--- config.mk ---
export PLATFORM = sky130hd
export DESIGN_NAME = am_envelope_decim
export DESIGN_NICKNAME = d
export VERILOG_FILES = /design/src/rtl/am_envelope_decim.sv
export SDC_FILE = /design/constraint.sdc
export NUM_CORES = 1
export LEC_CHECK = 0
export ABC_AREA = 1
export CORE_AREA = 2 2 86 105
export CTS_BUF_LIST = sky130_fd_sc_hd__clkbuf_8
export CTS_CLUSTER_SIZE = 40
export DETAILED_ROUTE_END_ITERATION = 8
export DIE_AREA = 0 0 88 107
export GPL_ROUTABILITY_DRIVEN = 0
export PLACE_DENSITY = 0.75
export SYNTH_ARGS = -nofsm -noshare
export SYNTH_HDL_FRONTEND = slang
export SYNTH_SLANG_ARGS = --single-unit
--- constraint.sdc ---
create_clock -name clk -period 2.06 [get_ports clk]
set_input_delay 0.206 -clock clk [delete_from_list [all_inputs] [get_ports clk]]
set_output_delay 0.206 -clock clk [all_outputs]
set_load 0.02 [all_outputs]
--- src/rtl/am_envelope_decim.sv ---
// ============================================================================
// Module   : am_envelope_decim
// Brief    : AM envelope detector - rectify, boxcar-decimate, remove carrier DC.
// Revision : 1.0 - initial release
// ============================================================================
`default_nettype none

module am_envelope_decim #(
    parameter int DECIM_LOG2 = 6,
    parameter int DC_SHIFT   = 4
) (
    input  logic               clk,
    input  logic               RSTb,
    input  logic signed [7:0]  if_in,
    input  logic               in_valid,
    output logic signed [9:0]  audio_out,
    output logic               audio_valid,
    output logic        [9:0]  dc_level,
    output logic               clip_out
);

    localparam int c_ACC_W = DECIM_LOG2 + 8;
    localparam int c_DC_W  = 10 + DC_SHIFT;

    logic [7:0]              w_raw;
    logic [7:0]              w_abs;
    logic                    w_clip;
    logic                    w_last;
    logic [c_ACC_W-1:0]      w_sum;
    logic signed [10:0]      w_diff;
    logic [9:0]              w_sat;
    logic [c_DC_W-1:0]       w_dc_next;

    logic [DECIM_LOG2-1:0]   r_cnt;
    logic [c_ACC_W-1:0]      r_acc;
    logic                    r_clip;
    logic [9:0]              r_env;
    logic                    r_env_v;
    logic                    r_blk_clip;
    logic [c_DC_W-1:0]       r_dc_acc;

    // Two's-complement negate of 0x80 yields 0x80, which read unsigned is 128.
    assign w_raw  = if_in;
    assign w_abs  = w_raw[7] ? (~w_raw + 8'd1) : w_raw;
    assign w_clip = (w_raw == 8'h7F) || (w_raw == 8'h80);
    assign w_last = &r_cnt;
    assign w_sum  = r_acc + c_ACC_W'(w_abs);

    always_ff @(posedge clk) begin
        if (!RSTb) begin
            r_cnt      <= '0;
            r_acc      <= '0;
            r_clip     <= 1'b0;
            r_env      <= '0;
            r_env_v    <= 1'b0;
            r_blk_clip <= 1'b0;
        end else begin
            r_env_v <= 1'b0;
            if (in_valid) begin
                if (w_last) begin
                    // Top 10 bits of the block sum: average scaled by 4.
                    r_env      <= w_sum[c_ACC_W-1 -: 10];
                    r_env_v    <= 1'b1;
                    r_blk_clip <= r_clip | w_clip;
                    r_acc      <= '0;
                    r_cnt      <= '0;
                    r_clip     <= 1'b0;
                end else begin
                    r_acc  <= w_sum;
                    r_cnt  <= r_cnt + DECIM_LOG2'(1);
                    r_clip <= r_clip | w_clip;
                end
            end
        end
    end

    assign dc_level  = r_dc_acc[c_DC_W-1 -: 10];
    assign w_diff    = $signed({1'b0, r_env}) - $signed({1'b0, dc_level});
    assign w_dc_next = r_dc_acc + c_DC_W'(r_env) - c_DC_W'(dc_level);

    always_comb begin
        w_sat = w_diff[9:0];
        if (!w_diff[10] && w_diff[9]) begin
            w_sat = 10'h1FF;
        end else if (w_diff[10] && !w_diff[9]) begin
            w_sat = 10'h200;
        end
    end

    always_ff @(posedge clk) begin
        if (!RSTb) begin
            audio_out   <= '0;
            audio_valid <= 1'b0;
            clip_out    <= 1'b0;
            r_dc_acc    <= '0;
        end else begin
            audio_valid <= r_env_v;
            if (r_env_v) begin
                audio_out <= $signed(w_sat);
                clip_out  <= r_blk_clip;
                r_dc_acc  <= w_dc_next;
            end
        end
    end

endmodule

`default_nettype wire

==> metrics.txt <==
# TYPE chip_impl_metric gauge
chip_impl_info{name="run_status",value="finished, violations left"} 1
chip_impl_info{name="failing_checks",value="setup timing"} 1
chip_impl_info{name="synth_commonest_cells",value="140 x nand2_1, 114 x inv_1, 76 x a21oi_1, 59 x dfxtp_1"} 1
chip_impl_metric{name="tightestPinTransition",unit="ns"} 0.818
chip_impl_metric{name="timing.slew.headroom",unit="%"} 45.4
chip_impl_metric{name="final_area",unit="µm²"} 6250
chip_impl_metric{name="yosys_warnings",unit=""} 0
chip_impl_info{name="combinational_family_with_the_most_area_after_synthesis",value="simple AND/OR/NAND/NOR gates"} 1
chip_impl_metric{name="synth_xor_area_share",unit="%"} 4.60
chip_impl_metric{name="grt_overflow",unit=""} 0
chip_impl_metric{name="hold_viol_final",unit=""} 0
chip_impl_metric{name="number_of_nets_in_the_synthesized_netlist",unit=""} 700
chip_impl_metric{name="worstPathBufferInverterCount",unit=""} 4
chip_impl_metric{name="post-layout-total-power",unit="W"} 0.00301
chip_impl_metric{name="clock_skew",unit="ns"} 0.0126
chip_impl_metric{name="clock_sink_count",unit=""} 59
chip_impl_metric{name="design.die.area",unit="µm²"} 9420
chip_impl_metric{name="ant_nets",unit=""} 0
chip_impl_metric{name="post_synthesis_share_of_cell_area_spent_on_and_or_nand_and_nor_gates",unit="%"} 23.1
chip_impl_info{name="crit_path_start_kind",value="register"} 1
chip_impl_metric{name="placed_cells_incl_taps",unit=""} 849
chip_impl_metric{name="multiInputGateArea",unit="µm²"} 3210
chip_impl_metric{name="timing.hold.ws",unit="ns"} 0.394
chip_impl_metric{name="power.ir.vdd_worst",unit="V"} 0.000328
chip_impl_info{name="postSynth.topFlopCell",value="dfxtp_1"} 1
chip_impl_metric{name="fraction_of_the_mapped_netlist_area_in_compound_gates",unit="%"} 16.0
chip_impl_metric{name="post_drt_wl_per_cell",unit="µm"} 15.9
chip_impl_metric{name="syn2layout_area_growth",unit="%"} 43.0
chip_impl_metric{name="pwr_per_cell_area",unit="nW/µm²"} 481
chip_impl_metric{name="mappedNetlistArea",unit="µm²"} 4380
chip_impl_metric{name="layout_min_cycle_time",unit="ns"} 2.28
chip_impl_info{name="element_type_at_the_critical_path_end",value="register"} 1
chip_impl_metric{name="global_route.usage.total",unit="%"} 28.9
chip_impl_metric{name="ys_seq_elements",unit=""} 59
chip_impl_metric{name="timing.max_cap.violations",unit=""} 0
chip_impl_metric{name="layout_worst_path_cycle_share",unit="%"} 111
chip_impl_metric{name="timing.final.max_slew_violations",unit=""} 0
chip_impl_metric{name="synth-edff-count",unit=""} 0
chip_impl_metric{name="layoutNonFillerInstCount",unit=""} 871
chip_impl_metric{name="chipHeight",unit="µm"} 107
chip_impl_metric{name="worstPathRequired",unit="ns"} 2.32
chip_impl_metric{name="placedInstanceArea",unit="µm²"} 5480
chip_impl_metric{name="synth.distinct_cells",unit=""} 41
chip_impl_metric{name="initial_core_util",unit="%"} 52.2
chip_impl_metric{name="drt_first_pass_iters",unit=""} 5
chip_impl_metric{name="antenna_found_initial",unit=""} 0
chip_impl_info{name="tritoncts_clock_tree",value="done"} 1
chip_impl_metric{name="core-area",unit="µm²"} 8380
chip_impl_metric{name="fmax",unit="MHz"} 438
chip_impl_metric{name="ff_latch_area",unit="µm²"} 1210
chip_impl_metric{name="clock_insertion_delay_worst_skew",unit="ns"} 0.36
chip_impl_metric{name="finalWorstSetupSlack",unit="ns"} -0.224
chip_impl_metric{name="vias",unit=""} 4716
chip_impl_metric{name="synth-seq-area-share",unit="%"} 27.0
chip_impl_info{name="worstSetupPathType",value="reg -> reg"} 1
chip_impl_metric{name="final_layout_fill_cell_count",unit=""} 560
chip_impl_metric{name="crit_path_max_fanout",unit=""} 4
chip_impl_metric{name="ctsHtreeMaxLevel",unit=""} 3
chip_impl_metric{name="dr.first_iter.drc_count",unit=""} 247
chip_impl_metric{name="clockBufferDepth",unit=""} 2
chip_impl_metric{name="cell_row_count",unit=""} 37
chip_impl_metric{name="post_synth.cell_area_avg",unit="µm²"} 6.84
chip_impl_metric{name="arrival",unit="ns"} 2.54
chip_impl_metric{name="placement.setup.worst_slack",unit="ns"} -0.683
chip_impl_info{name="synth_most_common_cell",value="nand2_1"} 1
chip_impl_metric{name="drive_gt1_share",unit="%"} 33.3
chip_impl_metric{name="finalSetupViolations",unit=""} 18
chip_impl_metric{name="drc",unit=""} 0
chip_impl_metric{name="total_leakage_power",unit="nW"} 2.96
chip_impl_info{name="timing.hold.worst.class",value="in -> reg"} 1
chip_impl_info{name="clk_root_buffer_cell",value="clkbuf_8"} 1
chip_impl_metric{name="design.portCount",unit=""} 33
chip_impl_info{name="cp_slowest_cell",value="fa_1"} 1
chip_impl_metric{name="grt_first_pass_wirelength",unit="µm"} 21300
chip_impl_info{name="area_contributors_post_synth",value="dfxtp_1 27%, nand2_1 12%, ha_1 11%"} 1
chip_impl_info{name="cell_by_cell_listing_of_the_critical_path",value="inv_1 -> fa_1 -> inv_2 -> ha_4 -> a21oi_4 -> buf_6 -> o21a_1 -> nand3_1 -> nand2_1 -> nand3_1 -> o211ai_1 -> inv_1"} 1
chip_impl_metric{name="die_width",unit="µm"} 88
chip_impl_metric{name="viasPerCell",unit=""} 5.41
chip_impl_metric{name="critPathMaxStageDelay",unit="ns"} 0.53
chip_impl_info{name="cp_top_family",value="adder cells"} 1
chip_impl_info{name="yosys.area.top_type",value="dfxtp_1"} 1
chip_impl_metric{name="muxShareOfSynthArea",unit="%"} 0
chip_impl_metric{name="wl",unit="µm"} 13800
chip_impl_info{name="setup_repair_after_global_routing_missed_its_margin",value="yes"} 1
chip_impl_metric{name="grt_max_degree",unit=""} 42
chip_impl_metric{name="synth_top_cell_area_share",unit="%"} 27.0
chip_impl_metric{name="numCtsBuffers",unit=""} 9
chip_impl_metric{name="detailed_place_hpwl",unit="µm"} 9120
chip_impl_metric{name="synth_area_in_adders",unit="%"} 16.1
chip_impl_metric{name="diodes",unit=""} 0
chip_impl_metric{name="grt_pass1_vias",unit=""} 4820
chip_impl_metric{name="num-nets-final",unit=""} 809
chip_impl_metric{name="number_of_instances_in_the_synthesized_netlist",unit=""} 640
chip_impl_metric{name="async_reset_ff_share",unit="%"} 0
chip_impl_metric{name="holdBufCountCts",unit=""} 0
chip_impl_metric{name="portBuffers",unit=""} 32
chip_impl_metric{name="clk_pin_slew_worst_setup_hold_paths",unit="ns"} 0.08
power by group:
group | internal, W | switching (W)
combinational | 0.000214 | 0.000249
clock | 0.000813 | 0.000548
sequential | 0.00116 | 0.0000246
final timing paths:
kind,cells past startpoint,start,slack (ns),endpoint
max,12,r_env[7],-0.22,r_dc_acc[10]
max reg2reg,12,r_env[7],-0.22,r_dc_acc[10]
min,5,if_in[0],0.39,r_acc[0]
min reg2reg,2,r_dc_acc[0],0.46,r_dc_acc[0]
state kept, by name, indices dropped and copies added, names as in the netlist:
signal and count:
r_env_v 1, r_cnt 6, r_env 10, r_clip 1, r_blk_clip 1, r_acc 14
r_dc_acc 14, clip_out 1, audio_valid 1, audio_out 10
metrics by stage:
step                TNS, ns  util [%]
finish                -1.47      74.6
global route          -3.97      74.6
CTS                  -0.916      71.0
detailed placement   -14.79      65.4
global placement     -12.00      65.4
floorplan           -0.0499         -
timing repair:
action | 4_1_cts | 5_1_grt
buffers inserted | 3 | 3
endpoints found under the setup margin | 39 | 40
pin swaps | 24 | 49
gates resized for setup | 70 | 85
gates cloned | 0 | 0
worst register-to-register path, stage by stage, from the launching register on:
cell	delay [ns]
dfxtp_2	0.35
inv_1	0.10
fa_1	0.53
inv_2	0.05
ha_4	0.27
a21oi_4	0.20
buf_6	0.11
o21a_1	0.14
nand3_1	0.10
nand2_1	0.10
nand3_1	0.08
o211ai_1	0.10
inv_1	0.06
logic make-up (layout without fill, tap and decap cells):
family,count (synthesis),after routing
and+or+nand+nor,238,238
AOI/OAI and AO/OA,131,131
DFF,59,59
xor gates and xnor gates,23,23
adders and majority gates,49,49
buffers and inverters,140,254
cell usage in the layout (no fill, tap or decap), types with 4 or more instances in the layout:
cell type / netlist / final
nand2_2: 2 / 20
a21oi_2: 3 / 14
dfxtp_1: 59 / 47
fa_1: 12 / 9
xor2_1: 13 / 11
clkdlybuf4s50_1: 0 / 25
clkbuf_8: 0 / 9
nor3_1: 11 / 6
nor2_1: 35 / 25
nand3_1: 32 / 27
o21ai_2: 0 / 7
nand4_1: 4 / 4
nor2_2: 3 / 11
buf_4: 10 / 87
a21oi_4: 0 / 8
xnor2_1: 10 / 9
inv_1: 114 / 95
ha_4: 0 / 13
dfxtp_2: 0 / 8
nand2_1: 140 / 119
nor3_4: 0 / 4
o21ai_1: 5 / 8
ha_1: 37 / 19
inv_2: 2 / 20
ha_2: 0 / 5
a21oi_1: 76 / 57
nand3_2: 2 / 7
dfxtp_4: 0 / 4
o21ai_0: 37 / 26
cell type report:
type	instances	share of cell area, %
timing repair buffer	120	15.9
inverter	118	7.16
tap	117	2.34
clock inverter	7	2.00
clock buffer	9	1.98
sequential	59	19.3
multi-input combinational	441	51.3
layer usage:
| layer | routed length (µm) | global-route usage, % |
|---|---|---|
| met1 | 4950 | 29.7 |
| met3 | 738 | 5.16 |
| met2 | 7310 | 52.7 |
| met5 | 0 | 0 |
| met4 | 815 | 18.0 |
(Power assumes the default switching activity.)
